`src/rtl/ascensor_dispatcher_pkg.sv`:
```
// Shared definitions for the elevator dispatcher: state encoding, direction
// constants and the SCAN direction-pick helper.
package ascensor_dispatcher_pkg;

    typedef enum logic [2:0] {
        IDLE      = 3'd0,
        MOVE_UP   = 3'd1,
        MOVE_DOWN = 3'd2,
        DOOR      = 3'd3,
        FAULT     = 3'd4
    } state_e;

    localparam logic DIR_UP   = 1'b1;
    localparam logic DIR_DOWN = 1'b0;

    // SCAN choice: keep the current direction while work remains ahead,
    // otherwise reverse; with nothing outstanding the cabin stays idle.
    function automatic state_e scanPick(input logic dir, input logic above, input logic below);
        state_e pick;
        pick = IDLE;
        if (dir == DIR_UP) begin
            if (above) begin
                pick = MOVE_UP;
            end else if (below) begin
                pick = MOVE_DOWN;
            end
        end else begin
            if (below) begin
                pick = MOVE_DOWN;
            end else if (above) begin
                pick = MOVE_UP;
            end
        end
        return pick;
    endfunction

endpackage

```
`src/rtl/ascensor_req_reg.sv`:
```
// Floor request register: latches call buttons, clears the served floor,
// and reports whether any request lies above or below a query floor.
module ascensor_req_reg
    import ascensor_dispatcher_pkg::*;
#(
    parameter int N_FLOORS = 8,
    parameter int FLOOR_W  = 3
) (
    input  logic                CLK,
    input  logic                RESET_L,
    input  logic [N_FLOORS-1:0] set_i,
    input  logic                clr_en_i,
    input  logic [FLOOR_W-1:0]  clr_floor_i,
    input  logic [FLOOR_W-1:0]  floor_i,
    output logic [N_FLOORS-1:0] pending_o,
    output logic                any_above_o,
    output logic                any_below_o
);

    logic [N_FLOORS-1:0] pending_q;
    logic [N_FLOORS-1:0] pending_d;

    // New calls are OR-ed in; the served floor's clear is applied last so it wins.
    always_comb begin
        pending_d = pending_q | set_i;
        if (clr_en_i) begin
            pending_d[clr_floor_i] = 1'b0;
        end
    end

    // Request flops.
    always_ff @(posedge CLK or negedge RESET_L) begin
        if (!RESET_L) begin
            pending_q <= '0;
        end else begin
            pending_q <= pending_d;
        end
    end

    // Scan the registered requests strictly above and strictly below the query floor.
    always_comb begin
        any_above_o = 1'b0;
        any_below_o = 1'b0;
        for (int i = 0; i < N_FLOORS; i++) begin
            if (pending_q[i] && (i > int'(floor_i))) begin
                any_above_o = 1'b1;
            end
            if (pending_q[i] && (i < int'(floor_i))) begin
                any_below_o = 1'b1;
            end
        end
    end

    assign pending_o = pending_q;

endmodule

```
`src/rtl/ascensor_dispatcher.sv`:
```
// Elevator command stage: tracks the cabin floor, serves latched calls in
// SCAN order and drives one-hot go_up/go_down/halt plus the door dwell.
module ascensor_dispatcher
    import ascensor_dispatcher_pkg::*;
#(
    parameter int N_FLOORS    = 8,
    parameter int FLOOR_W     = 3,
    parameter int DOOR_CYCLES = 4,
    parameter int DOOR_W      = 3
) (
    input  logic                CLK,
    input  logic                RESET_L,
    input  logic [N_FLOORS-1:0] call_req,
    input  logic                floor_tick,
    input  logic                top_lim,
    input  logic                bott_lim,
    output logic                go_up,
    output logic                go_down,
    output logic                halt,
    output logic                door_open,
    output logic [FLOOR_W-1:0]  cur_floor,
    output logic [N_FLOORS-1:0] pending,
    output logic                fault
);

    localparam logic [FLOOR_W-1:0] TOP_FLOOR = FLOOR_W'(N_FLOORS - 1);
    localparam logic [DOOR_W-1:0]  DOOR_LAST = DOOR_W'(DOOR_CYCLES - 1);

    state_e              state_q, state_d;
    logic                dir_q, dir_d;
    logic [FLOOR_W-1:0]  floor_q, floor_d;
    logic [DOOR_W-1:0]   dwellCnt_q, dwellCnt_d;

    logic                goUp_q, goUp_d;
    logic                goDown_q, goDown_d;
    logic                halt_q, halt_d;
    logic                door_q, door_d;
    logic                fault_q, fault_d;

    logic [N_FLOORS-1:0] pendingVec;
    logic [N_FLOORS-1:0] pendNow;
    logic                anyAbove, anyBelow;
    logic [FLOOR_W-1:0]  nfUp, nfDown;
    logic                hitUp, hitDown;
    logic                faultCond;
    logic                clrEn;

    ascensor_req_reg #(
        .N_FLOORS (N_FLOORS),
        .FLOOR_W  (FLOOR_W)
    ) u_req (
        .CLK         (CLK),
        .RESET_L     (RESET_L),
        .set_i       (call_req),
        .clr_en_i    (clrEn),
        .clr_floor_i (floor_d),
        .floor_i     (floor_q),
        .pending_o   (pendingVec),
        .any_above_o (anyAbove),
        .any_below_o (anyBelow)
    );

    // Next floor in each direction (saturating) and whether a stop is wanted there,
    // counting a call arriving in the same cycle as the tick.
    always_comb begin
        nfUp    = (floor_q == TOP_FLOOR) ? TOP_FLOOR : floor_q + FLOOR_W'(1);
        nfDown  = (floor_q == '0) ? '0 : floor_q - FLOOR_W'(1);
        pendNow = pendingVec | call_req;
        hitUp   = pendNow[nfUp];
        hitDown = pendNow[nfDown];
        faultCond = (top_lim && bott_lim) ||
                    ((state_q == MOVE_UP) && floor_tick && top_lim) ||
                    ((state_q == MOVE_DOWN) && floor_tick && bott_lim);
    end

    // Floor tracking: ticks count only while moving; limit switches resync and win.
    always_comb begin
        floor_d = floor_q;
        if ((state_q == MOVE_UP) && floor_tick) begin
            floor_d = nfUp;
        end else if ((state_q == MOVE_DOWN) && floor_tick) begin
            floor_d = nfDown;
        end
        if (top_lim) begin
            floor_d = TOP_FLOOR;
        end
        if (bott_lim) begin
            floor_d = '0;
        end
    end

    // Next-state logic: SCAN dispatch, stop detection, dwell timing and fault capture.
    always_comb begin
        state_d = state_q;
        dir_d   = dir_q;
        case (state_q)
            IDLE: begin
                if (pendingVec[floor_q]) begin
                    state_d = DOOR;
                end else begin
                    state_d = scanPick(dir_q, anyAbove, anyBelow);
                end
            end
            MOVE_UP: begin
                if (top_lim) begin
                    state_d = DOOR;
                end else if (floor_tick && (hitUp || (nfUp == TOP_FLOOR))) begin
                    state_d = DOOR;
                end
            end
            MOVE_DOWN: begin
                if (bott_lim) begin
                    state_d = DOOR;
                end else if (floor_tick && (hitDown || (nfDown == '0))) begin
                    state_d = DOOR;
                end
            end
            DOOR: begin
                if (dwellCnt_q == DOOR_LAST) begin
                    state_d = scanPick(dir_q, anyAbove, anyBelow);
                end
            end
            FAULT: begin
                state_d = FAULT;
            end
            default: begin
                state_d = FAULT;
            end
        endcase
        if (faultCond) begin
            state_d = FAULT;
        end
        if (state_d == MOVE_UP) begin
            dir_d = DIR_UP;
        end else if (state_d == MOVE_DOWN) begin
            dir_d = DIR_DOWN;
        end
        dwellCnt_d = ((state_q == DOOR) && (state_d == DOOR)) ? dwellCnt_q + DOOR_W'(1) : '0;
        clrEn      = (state_q == DOOR) || (state_d == DOOR);
    end

    // State, direction, floor and dwell registers.
    always_ff @(posedge CLK or negedge RESET_L) begin
        if (!RESET_L) begin
            state_q    <= IDLE;
            dir_q      <= DIR_UP;
            floor_q    <= '0;
            dwellCnt_q <= '0;
        end else begin
            state_q    <= state_d;
            dir_q      <= dir_d;
            floor_q    <= floor_d;
            dwellCnt_q <= dwellCnt_d;
        end
    end

    // Output decode from the upcoming state so registered commands track state_q exactly.
    always_comb begin
        goUp_d   = (state_d == MOVE_UP);
        goDown_d = (state_d == MOVE_DOWN);
        halt_d   = !((state_d == MOVE_UP) || (state_d == MOVE_DOWN));
        door_d   = (state_d == DOOR);
        fault_d  = (state_d == FAULT);
    end

    // Command output flops.
    always_ff @(posedge CLK or negedge RESET_L) begin
        if (!RESET_L) begin
            goUp_q   <= 1'b0;
            goDown_q <= 1'b0;
            halt_q   <= 1'b1;
            door_q   <= 1'b0;
            fault_q  <= 1'b0;
        end else begin
            goUp_q   <= goUp_d;
            goDown_q <= goDown_d;
            halt_q   <= halt_d;
            door_q   <= door_d;
            fault_q  <= fault_d;
        end
    end

    assign go_up     = goUp_q;
    assign go_down   = goDown_q;
    assign halt      = halt_q;
    assign door_open = door_q;
    assign fault     = fault_q;
    assign cur_floor = floor_q;
    assign pending   = pendingVec;

endmodule

```
`config.mk`:
```
export PLATFORM = sky130hd
export DESIGN_NAME = ascensor_dispatcher
export DESIGN_NICKNAME = d
export VERILOG_FILES = /design/src/rtl/ascensor_dispatcher_pkg.sv /design/src/rtl/ascensor_req_reg.sv /design/src/rtl/ascensor_dispatcher.sv
export SDC_FILE = /design/constraint.sdc
export NUM_CORES = 1
export LEC_CHECK = 0
export CAP_MARGIN = 10
export CORE_MARGIN = 4
export CORE_UTILIZATION = 50
export CTS_BUF_LIST = sky130_fd_sc_hd__clkbuf_4 sky130_fd_sc_hd__clkbuf_8
export DETAILED_ROUTE_END_ITERATION = 6
export HOLD_SLACK_MARGIN = 0.05
export MAX_ROUTING_LAYER = met4
export PLACE_DENSITY = 0.77
export SYNTH_ARGS = -nofsm -noshare
export SYNTH_HDL_FRONTEND = slang
export SYNTH_SLANG_ARGS = --single-unit
```
`constraint.sdc`:
```
create_clock -name CLK -period 2.44 [get_ports CLK]
set_input_delay 0.488 -clock CLK [delete_from_list [all_inputs] [get_ports CLK]]
set_output_delay 0.488 -clock CLK [all_outputs]
set_load 0.05 [all_outputs]
```
; ---- Yosys cells after proc, flatten, opt, wreduce, memory -nomap -nowiden
; Cells that the tools add are included.
[op_classes]
n_addsub = 3
order_cmp = 19
eq_ne = 10
mux = 45
bitwise = 3
n_reduce_logical = 34
[op_table]
columns = cell, count
row1 = $mux 3, 16
row2 = $logic_and 1x1->1, 23
row3 = $mux 1, 21
row4 = $lt 3x4->1 const B, 4
row5 = $eq 3x2->1 const B, 5
row6 = $gt 3x3->1 const A, 4
row7 = $pmux 3 s4, 1
row8 = $bmux 1 s3, 3
row9 = $eq 3x3->1 const B, 3
row10 = $logic_not 3->1, 3
row11 = $lt 3x3->1 const A, 3
row12 = $and 8x8->8, 1
row13 = $mux 8, 1
row14 = $not 8->8, 1
row15 = $or 8x8->8, 1
row16 = $add 3x1->3 const B, 2
row17 = $eq 3x1->1 const B, 2
row18 = $gt 2x3->1 const A, 2
row19 = $logic_or 1x1->1, 6
row20 = $lt 1x3->1 const A, 2
row21 = $lt 2x3->1 const A, 2
row22 = $mux 2, 2
row23 = $demux 1 s3, 1
row24 = $ge 3x1->1 const B, 1
row25 = 4 further kinds, 4
[totals]
regBits = 23
inputBits = 13
word_cells = 124

; ---- Logic depth before layout (Yosys ltp)
; Gate-level depths: netlist of run 1.
[depth]
depth_word = 18
ltp_mapped = 11
ltp_nobuf = 9

; ---- Hierarchy
; A second synthesis of run 1 with hierarchy kept.
[hier_totals]
cells_unflattened = 174
hier_area_um2 = 1587.8
[by_module_without_submodules]
columns = mod, n_inst, cells_each, area_per_inst_um2, seq_area_each_um2
row1 = ascensor_dispatcher, 1, 128, 1156.1, 377.9
row2 = ascensor_req_reg, 1, 46, 431.7, 200.2

; ---- Worst setup path after synthesis of run 1
; Ideal clock, no wire load.
[synth_path]
path_kind = register to register
startpoint = register floor_q[0] (netlist: cur_floor[0])
endpoint = register dir_q
t_arrival_ps = 2837
required_ps = 2350
slack_ps = -487
stages_incl_launch_ff = 11
synth_period_minus_slack_ps = 2927
cell_sequence = dfrtp_1 -> buf_6 -> inv_1 -> ha_1 -> nor2_1 -> mux2i_1 -> mux2_2 -> a211o_1 -> and3_1 -> o41ai_1 -> o21ai_1
[synth_via]
elab_chain_len = 17
elab_cells_between_ends = 77
cone_classes = 2 x add/sub / 14 x order compare / 4 x eq/ne / 36 x mux / 21 x reduce/logical
[synth_lines]
columns = item, line
row1 = "start, declared", ascensor_dispatcher.sv:31  ; logic [FLOOR_W-1:0] floor_q, floor_d;
row2 = "start signal, assigned", ascensor_dispatcher.sv:152  ; floor_q <= floor_d;
row3 = $gt 1x3->1 or $lt 1x3->1 (tied branches), "ascensor_req_reg.sv:45, ascensor_req_reg.sv:48"
row4 = $logic_and 1x1->1 (on tied branches), "ascensor_req_reg.sv:45, ascensor_req_reg.sv:48"
row5 = $mux 1 (on tied branches) (7 in series), "ascensor_req_reg.sv:45, ascensor_req_reg.sv:48"
row6 = $mux 1 or $mux 2 (tied branches), "ascensor_dispatcher_pkg.sv:30, ascensor_dispatcher_pkg.sv:24"
row7 = $mux 3 or $mux 2 (tied branches), "ascensor_dispatcher_pkg.sv:28, ascensor_dispatcher_pkg.sv:22"
row8 = $mux 3, ascensor_dispatcher_pkg.sv:21  ; if (dir == DIR_UP) begin
row9 = $mux 3 (on tied branches), "ascensor_dispatcher.sv:119, ascensor_dispatcher.sv:98"
row10 = $pmux 3 s4 *, ascensor_dispatcher.sv:96  ; case (state_q)
row11 = $mux 3 *, ascensor_dispatcher.sv:130  ; if (faultCond) begin
row12 = $eq 3x1->1 or $eq 3x2->1 (tied branches), "ascensor_dispatcher.sv:133, ascensor_dispatcher.sv:135"
row13 = $mux 1 or $reduce_bool 2->1 (tied branches), --
row14 = "end signal, assigned", ascensor_dispatcher.sv:151  ; dir_q <= dir_d;
row15 = "end, declared", ascensor_dispatcher.sv:30  ; logic dir_q, dir_d;
; Every way passes the cells marked *; elsewhere a longest branch is shown, timed or not. The select of a mux whose other input is x is not followed.
; A chain may end at the register's enable or synchronous reset.

; ---- Worst setup path after layout of run 1
[layout_path]
startpoint = register floor_q[0] (netlist: cur_floor[0])
endpoint = register halt_q (netlist: halt)
[layout_via]
elab_chain_len = 18
elab_cells_between_ends = 77
cone_classes = 2 x add/sub / 14 x order compare / 4 x eq/ne / 35 x mux / 22 x reduce/logical
[layout_lines]
columns = item, line
row1 = $gt 1x3->1 or $lt 1x3->1 (tied branches), "ascensor_req_reg.sv:45, ascensor_req_reg.sv:48"
row2 = $logic_and 1x1->1 (on tied branches), "ascensor_req_reg.sv:45, ascensor_req_reg.sv:48"
row3 = $mux 1 (on tied branches) (7 in series), "ascensor_req_reg.sv:45, ascensor_req_reg.sv:48"
row4 = $mux 1 or $mux 2 (tied branches), "ascensor_dispatcher_pkg.sv:30, ascensor_dispatcher_pkg.sv:24"
row5 = $mux 3 or $mux 2 (tied branches), "ascensor_dispatcher_pkg.sv:28, ascensor_dispatcher_pkg.sv:22"
row6 = $mux 3, ascensor_dispatcher_pkg.sv:21
row7 = $mux 3 (on tied branches), "ascensor_dispatcher.sv:119, ascensor_dispatcher.sv:98"
row8 = $pmux 3 s4 *, ascensor_dispatcher.sv:96
row9 = $mux 3 *, ascensor_dispatcher.sv:130
row10 = $eq 3x1->1 or $eq 3x2->1 (tied branches), ascensor_dispatcher.sv:161  ; halt_d = !((state_d == MOVE_UP) || (state_d == MOVE_DOWN));
row11 = $logic_or 1x1->1 *, ascensor_dispatcher.sv:161
row12 = $logic_not 1->1 *, ascensor_dispatcher.sv:161
row13 = named net halt_d, ascensor_dispatcher.sv:36  ; logic halt_q, halt_d;
row14 = "end signal, assigned", ascensor_dispatcher.sv:177  ; halt_q <= halt_d;
row15 = "end, declared", ascensor_dispatcher.sv:36
; Mark *: on every way through the listed nets, which the timed path passes. The rest lies on a longest branch. The select of a mux whose other input is x is not followed.

==> flow_metrics.py, run 1 <==
metrics = {
    "cts": {
        "h-tree-depth": 1,
        "clkLatencyLatePin_ns": 0.33,
        "clk_pin_slew_ns": 0.13,
        "root_buffer": "clkbuf_4",
        "cts_tree": "yes",
        "clkSinkCount": 23,
        "hold_buffers": 0,
        "cts_max_path_buffers": 2,
        "cts_buffers": 3,
    },
    "setup_path": {
        "slowest_stage": "dfrtp_2",
        "worstSetupPathType": "reg2reg",
        "timing.rr.start": "cur_floor[0]",
        "crit_start": "cur_floor[0]",
        "start_kind": "register",
        "critical_path.max_fanout": 7,
        "r2r_slack_ns": -0.04,
        "critPathArrivalTime_ns": 2.76,
        "cp-end-kind": "register",
        "cp_num_buf_inv": 2,
        "crit_path_cell_trace": "clkinvlp_4 -> ha_2 -> mux2i_4 -> mux2_2 -> a211o_1 -> and3_1 -> buf_4 -> nor2_4 -> o2bb2a_4",
        "cp.required_ns": 2.72,
        "cp_top_family": "multiplexers",
        "slowest_delay_ns": 0.51,
    },
    "final_layout": {
        "n_antenna_cell": 0,
        "drive_gt1_frac": 0.423,
        "final_cell_mix": "buf_4 (41), clkdlybuf4s50_1 (27), nor2_1 (20)",
        "nNetsFinal": 267,
        "syn_to_final_growth_pct": 47.1,
        "final_common_cell": "buf_4",
        "num-fill-cells": 245,
        "stdcell_count": 294,
        "fin_area_sq_mm": 0.00252,
    },
    "timing": {
        "relSlewSlack": 0.650,
        "maxSlewViolCount": 0,
        "post-route-period-util": 1.02,
        "fin_ws_ns": -0.0394,
        "setup_viol": 5,
        "hold_viol_final": 0,
        "tightest_slew_ns": 0.523,
        "fin_skew_ns": 0.0137,
        "rsz0062_at_grt": "yes",
        "fin_tns_setup_ns": -0.132,
        "period_needed_ns": 2.48,
        "fmax_mhz": 403,
    },
    "synth": {
        "synth_area_leaders": "dfrtp_1 (31%), nor2_1 (4.8%), ha_1 (3.6%)",
        "ys_seq_area_frac": 0.337,
        "syn_inst": 180,
        "synth_fp_nets": 198,
        "async_flop_share": 1.00,
        "syn_avg_cell_area_sq_um": 9.54,
        "netlist.top_cell.by_area": "dfrtp_1",
        "yosys_most_used_dff": "dfrtp_1",
        "yosysWarnings": 0,
        "synth_top_area_share": 0.306,
        "synth_seq_cells": 23,
        "synth.distinct_cells": 59,
        "synth-edff-count": 0,
        "syn_area_sq_mm": 0.00172,
    },
    "status": {
        "status": "finished, violations left",
        "violations": "setup timing",
    },
    "pwr": {
        "seqPwrFrac": 0.493,
        "switchingPower_w": 0.000257,
        "peakVddDrop_v": 0.000355,
        "pwr-share-comb": 0.288,
        "swShare": 0.309,
        "p_leak_nw": 1.05,
        "power_frac_clock": 0.219,
        "intPower_w": 0.000574,
        "pwr_density_cell_mw_per_mm2": 329,
    },
    "run": {
        "drv_cap": 0,
    },
    "worst_hold_path": {
        "min-delay-start": "dwellCnt_q[0]",
        "min_path_type": "reg2reg",
    },
    "route": {
        "firstDrtPassIters": 4,
        "drt-wirelength-per-cell_um": 17.7,
        "vias_per_cell": 5.85,
        "drt-total-wl_um": 5190,
        "drtIter0Drc": 111,
        "num_vias": 1720,
        "drcViolationCount": 0,
        "ant_nets": 0,
    },
    "global_routing": {
        "track_usage": 0.249,
        "grt_max_degree": 24,
        "grt_pass1_vias": 1649,
        "gr-total-overflow": 0,
        "grt_pass1_wl_um": 7990,
        "antenna_found_initial": 0,
    },
    "placed_design": {
        "port_buffers": 28,
        "dpl_cell_area_sq_mm": 0.00233,
        "dp_hpwl_um": 3850,
        "dpl.cell_count": 286,
        "routabilityCongestion": 0.963,
    },
    "die": {
        "die_w_um": 66.6,
        "ios": 29,
        "num_rows": 21,
        "die_h_um": 66.6,
        "initial_utilization": 0.514,
        "core_area_sq_mm": 0.00334,
        "die_area_sq_mm": 0.00443,
    },
}
## cell usage after synthesis, types with 3 or more instances
cell type   n
nor2_1     22
dfrtp_1    21
a21oi_1    12
nand2_1    12
inv_1       8
o21ai_0     8
a21oi_2     6
mux2i_1     6
buf_6       5
ha_1        5
a21o_1      4
mux2_2      4
nor3_1      4
a211oi_1    3
nor3b_1     3
o41ai_1     3
## metrics by stage
stage	worst slack, ns	total power, W	hold slack [ns]	utilization
global placement	-0.164	0.000615	0.446	0.697
global route	-0.131	0.000872	0.480	0.757
finish	-0.0394	0.000832	0.470	0.757
floorplan	-0.179	0.000530	0.192	-
CTS	-0.0178	0.000816	0.468	0.728
detailed placement	-0.245	0.000623	0.451	0.697
## final timing paths
kind / to / cells past startpoint
hold reg to reg: dwellCnt_q[0] / 1
setup / recovery: halt / 9
min in group asynchronous: state_q[1] / 2
setup reg to reg: halt / 9
hold / removal: dwellCnt_q[0] / 1
max in group asynchronous: dir_q / 2
## layer usage
metal,track usage,part of all wire,vias up
met2,0.407,0.50,74
met3,0.0219,0.058,11
met1,0.313,0.41,831
li1,-,-,804
met5,-,0,-
met4,0.114,0.024,0
## sequential cells by signal, summed over array words and instances (netlist names)
name / cells
go_down: 1
u_req.pending_o: 8
dwellCnt_q: 3
cur_floor: 3
door_open: 1
dir_q: 1
halt: 1
go_up: 1
fault: 1
state_q: 3
## layout make-up
cell class / instances / area, sq um / share of cell area
multi-input cells: 139 / 1190 / 0.471
repair buffers: 73 / 628 / 0.249
flip-flops and latches: 23 / 582 / 0.230
well taps: 46 / 57.6 / 0.0228
inverters: 9 / 41.3 / 0.0164
clock buffers: 3 / 22.5 / 0.00892
clock inverters: 1 / 5.00 / 0.00198
## power groups by stage
stage | logic (W) | clock network [W] | registers, W
final | 0.000240 | 0.000182 | 0.000410
after global routing | 0.000258 | 0.000203 | 0.000412
after CTS | 0.000223 | 0.000184 | 0.000408
after detailed placement | 0.000208 | 0 | 0.000415
after global placement | 0.000202 | 0 | 0.000414
after floorplan | 0.000111 | 0 | 0.000419
## timing repair
| action | 4_1_cts | 5_1_grt |
|---|---|---|
| endpoints found under the setup margin | 15 | 16 |
| resized for setup | 11 | 23 |
| pin swaps | 3 | 4 |
| gates cloned | 0 | 1 |
| buffers inserted | 2 | 1 |
## cell families (layout without fill, tap and decap cells)
kind of cell,after synthesis,after routing,share of synthesized area
AND/OR/NAND/NOR,62,62,0.191
AO/OA/AOI/OAI,59,59,0.265
flip-flops,23,23,0.337
buffers and inverters,18,86,0.0663
multiplexers,13,13,0.105
adder cells (fa/ha/maj),5,5,0.0364
## worst register-to-register path, cell delays in order (launching register included)
cell and delay [ns]:
dfrtp_2 0.51, clkinvlp_4 0.13, ha_2 0.21, mux2i_4 0.30, mux2_2 0.36, a211o_1 0.25
and3_1 0.21, buf_4 0.16, nor2_4 0.13, o2bb2a_4 0.17
Note: power is estimated with default switching activity, not from simulation.
==> run 2: changes to the inputs <==
Settings changed: SLEW_MARGIN from default to 20.
==> results of run 2 <==
Same layout as run 1: the final DEF is identical, and so are final timing and power.
==> run 3: changes to the inputs <==
Settings changed: CORE_MARGIN 4 to default.
==> run 3 against run 2 <==
  * Die area decreased by 17%
  * Worst hold slack improved by 0.013 ns
  * Via count grew 1.5%
  * The flow still finishes with violations (setup timing)
  * Highest routed layer unchanged
  * Largest cell class unchanged
  * Routed wire length increased by 1.8%
  * Core utilization is 5.4 points higher
  * Largest power group unchanged
==> flow_metrics.py, run 3 (synthesized netlist as in run 1, its figures left out) <==
metrics = {
    "die": {
        "core_area_sq_mm": 0.00315,
        "die_h_um": 60.6,
        "ios": 29,
        "die_w_um": 60.6,
        "die_area_sq_mm": 0.00367,
        "initial_utilization": 0.544,
        "num_rows": 20,
    },
    "timing": {
        "rsz0062_at_grt": "yes",
        "setup_viol": 5,
        "hold_viol_final": 0,
        "maxSlewViolCount": 0,
        "post-route-period-util": 1.01,
        "fin_skew_ns": 0.00537,
        "fmax_mhz": 404,
        "relSlewSlack": 0.651,
        "period_needed_ns": 2.48,
        "hold-worst-slack_ns": 0.483,
        "fin_ws_ns": -0.0364,
        "fin_tns_setup_ns": -0.108,
        "tightest_slew_ns": 0.521,
    },
    "route": {
        "ant_nets": 0,
        "drt-wirelength-per-cell_um": 17.8,
        "drcViolationCount": 0,
        "vias_per_cell": 5.90,
        "drt-total-wl_um": 5280,
        "num_vias": 1746,
        "firstDrtPassIters": 4,
        "drtIter0Drc": 216,
    },
    "status": {
        "violations": "setup timing",
        "status": "finished, violations left",
    },
    "placed_design": {
        "post-place-ws_ns": -0.203,
        "port_buffers": 28,
        "dpl.cell_count": 285,
        "routabilityCongestion": 0.950,
        "dp_hpwl_um": 3810,
    },
    "global_routing": {
        "grt_pass1_vias": 1606,
        "track_usage": 0.299,
        "grt_max_degree": 24,
        "grt_pass1_wl_um": 7670,
        "antenna_found_initial": 0,
        "gr-total-overflow": 0,
    },
    "final_layout": {
        "ff_latch_area_sq_um": 582,
        "largest_reg_flops": 8,
        "num-fill-cells": 207,
        "drive_gt1_frac": 0.433,
        "syn_to_final_growth_pct": 48.9,
        "n_antenna_cell": 0,
        "nNetsFinal": 271,
        "multiInputGateArea_sq_mm": 0.00119,
        "final_common_cell": "buf_4",
        "final_cell_mix": "buf_4 (47), clkdlybuf4s50_1 (28), nor2_1 (20)",
        "stdcell_count": 296,
    },
    "setup_path": {
        "critPathArrivalTime_ns": 2.70,
        "cp.required_ns": 2.66,
        "cp-end-kind": "register",
        "worstSetupPathType": "reg2reg",
        "timing.rr.start": "cur_floor[0]",
        "start_kind": "register",
        "critical_path.max_fanout": 6,
        "reg2reg_depth": 10,
        "timing.rr.end": "go_down",
        "r2r_slack_ns": -0.04,
    },
    "cts": {
        "clk_pin_slew_ns": 0.13,
        "h-tree-depth": 1,
        "hold_buffers": 0,
        "cts_max_path_buffers": 2,
        "root_buffer": "clkbuf_4",
        "clkSinkCount": 23,
        "clkLatencyLatePin_ns": 0.31,
        "cts_tree": "yes",
        "cts_buffers": 3,
    },
    "pwr": {
        "peakVddDrop_v": 0.000239,
        "pwr_density_cell_mw_per_mm2": 326,
        "total_power_w": 0.000833,
        "p_leak_nw": 1.06,
    },
    "worst_hold_path": {
        "min-delay-start": "dwellCnt_q[0]",
        "whs_path_depth": 1,
        "min_path_type": "reg2reg",
        "min_to": "dwellCnt_q[0]",
    },
    "run": {
        "drv_cap": 0,
    },
}
run 3: cell count changes in the layout (fill, tap and decap cells not counted), sizes merged:
cell           before  now
clkdlybuf4s50      27   28
buf                46   49
run 3: worst max-delay path by stage:
stage | startpoint | endpoint | slack [ns]
4_1_cts | cur_floor[0] | halt | -0.01
5_1_grt | cur_floor[0] | u_req.pending_o[1] | -0.10
3_3_place_gp | call_req[0] | u_req.pending_o[0] | -0.18
6_report | cur_floor[0] | go_down | -0.04
3_5_place_dp | call_req[0] | u_req.pending_o[1] | -0.20
2_1_floorplan | cur_floor[0] | dwellCnt_q[0] | -0.18
run 3: per-stage QoR:
stage / util / area [sq um]
CTS: 0.774 / 2440
finish: 0.811 / 2560
global route: 0.811 / 2560
global placement: 0.744 / 2350
detailed placement: 0.744 / 2350
floorplan: - / 1760
run 3: repair_timing:
item                                    in CTS  in global routing
setup buffers                                2                  6
resized for setup                           10                 19
pin swaps                                    2                  4
endpoints found under the setup margin      14                 16
gates cloned                                 0                  0
run 3: critical path: stages (launching register included):
cell and delay, ns:
dfrtp_2 0.49, buf_4 0.16, buf_4 0.14, a21boi_4 0.15, mux2i_1 0.13, mux2_4 0.29
o311a_1 0.32, a211oi_4 0.31, buf_6 0.16, nor2_1 0.07, and2_1 0.16
run 3: area by class of cell:
type | instances | area share
multi-input combinational | 139 | 0.464
timing repair buffer | 77 | 0.260
sequential | 23 | 0.228
tap | 44 | 0.0215
inverter | 9 | 0.0162
clock buffer | 3 | 0.00881
clock inverter | 1 | 0.00196
run 3: layer usage:
metal	track usage	routed length (um)
met1	0.424	2350
met2	0.443	2550
met3	0.0192	276
met4	0.130	105
met5	-	0
run 3: report_power, final:
group          internal, W  switching [W]  total, W
logic             0.000123       0.000126  0.000250
clock network    0.0000613       0.000116  0.000177
registers         0.000394      0.0000126  0.000406
total             0.000578       0.000255  0.000833
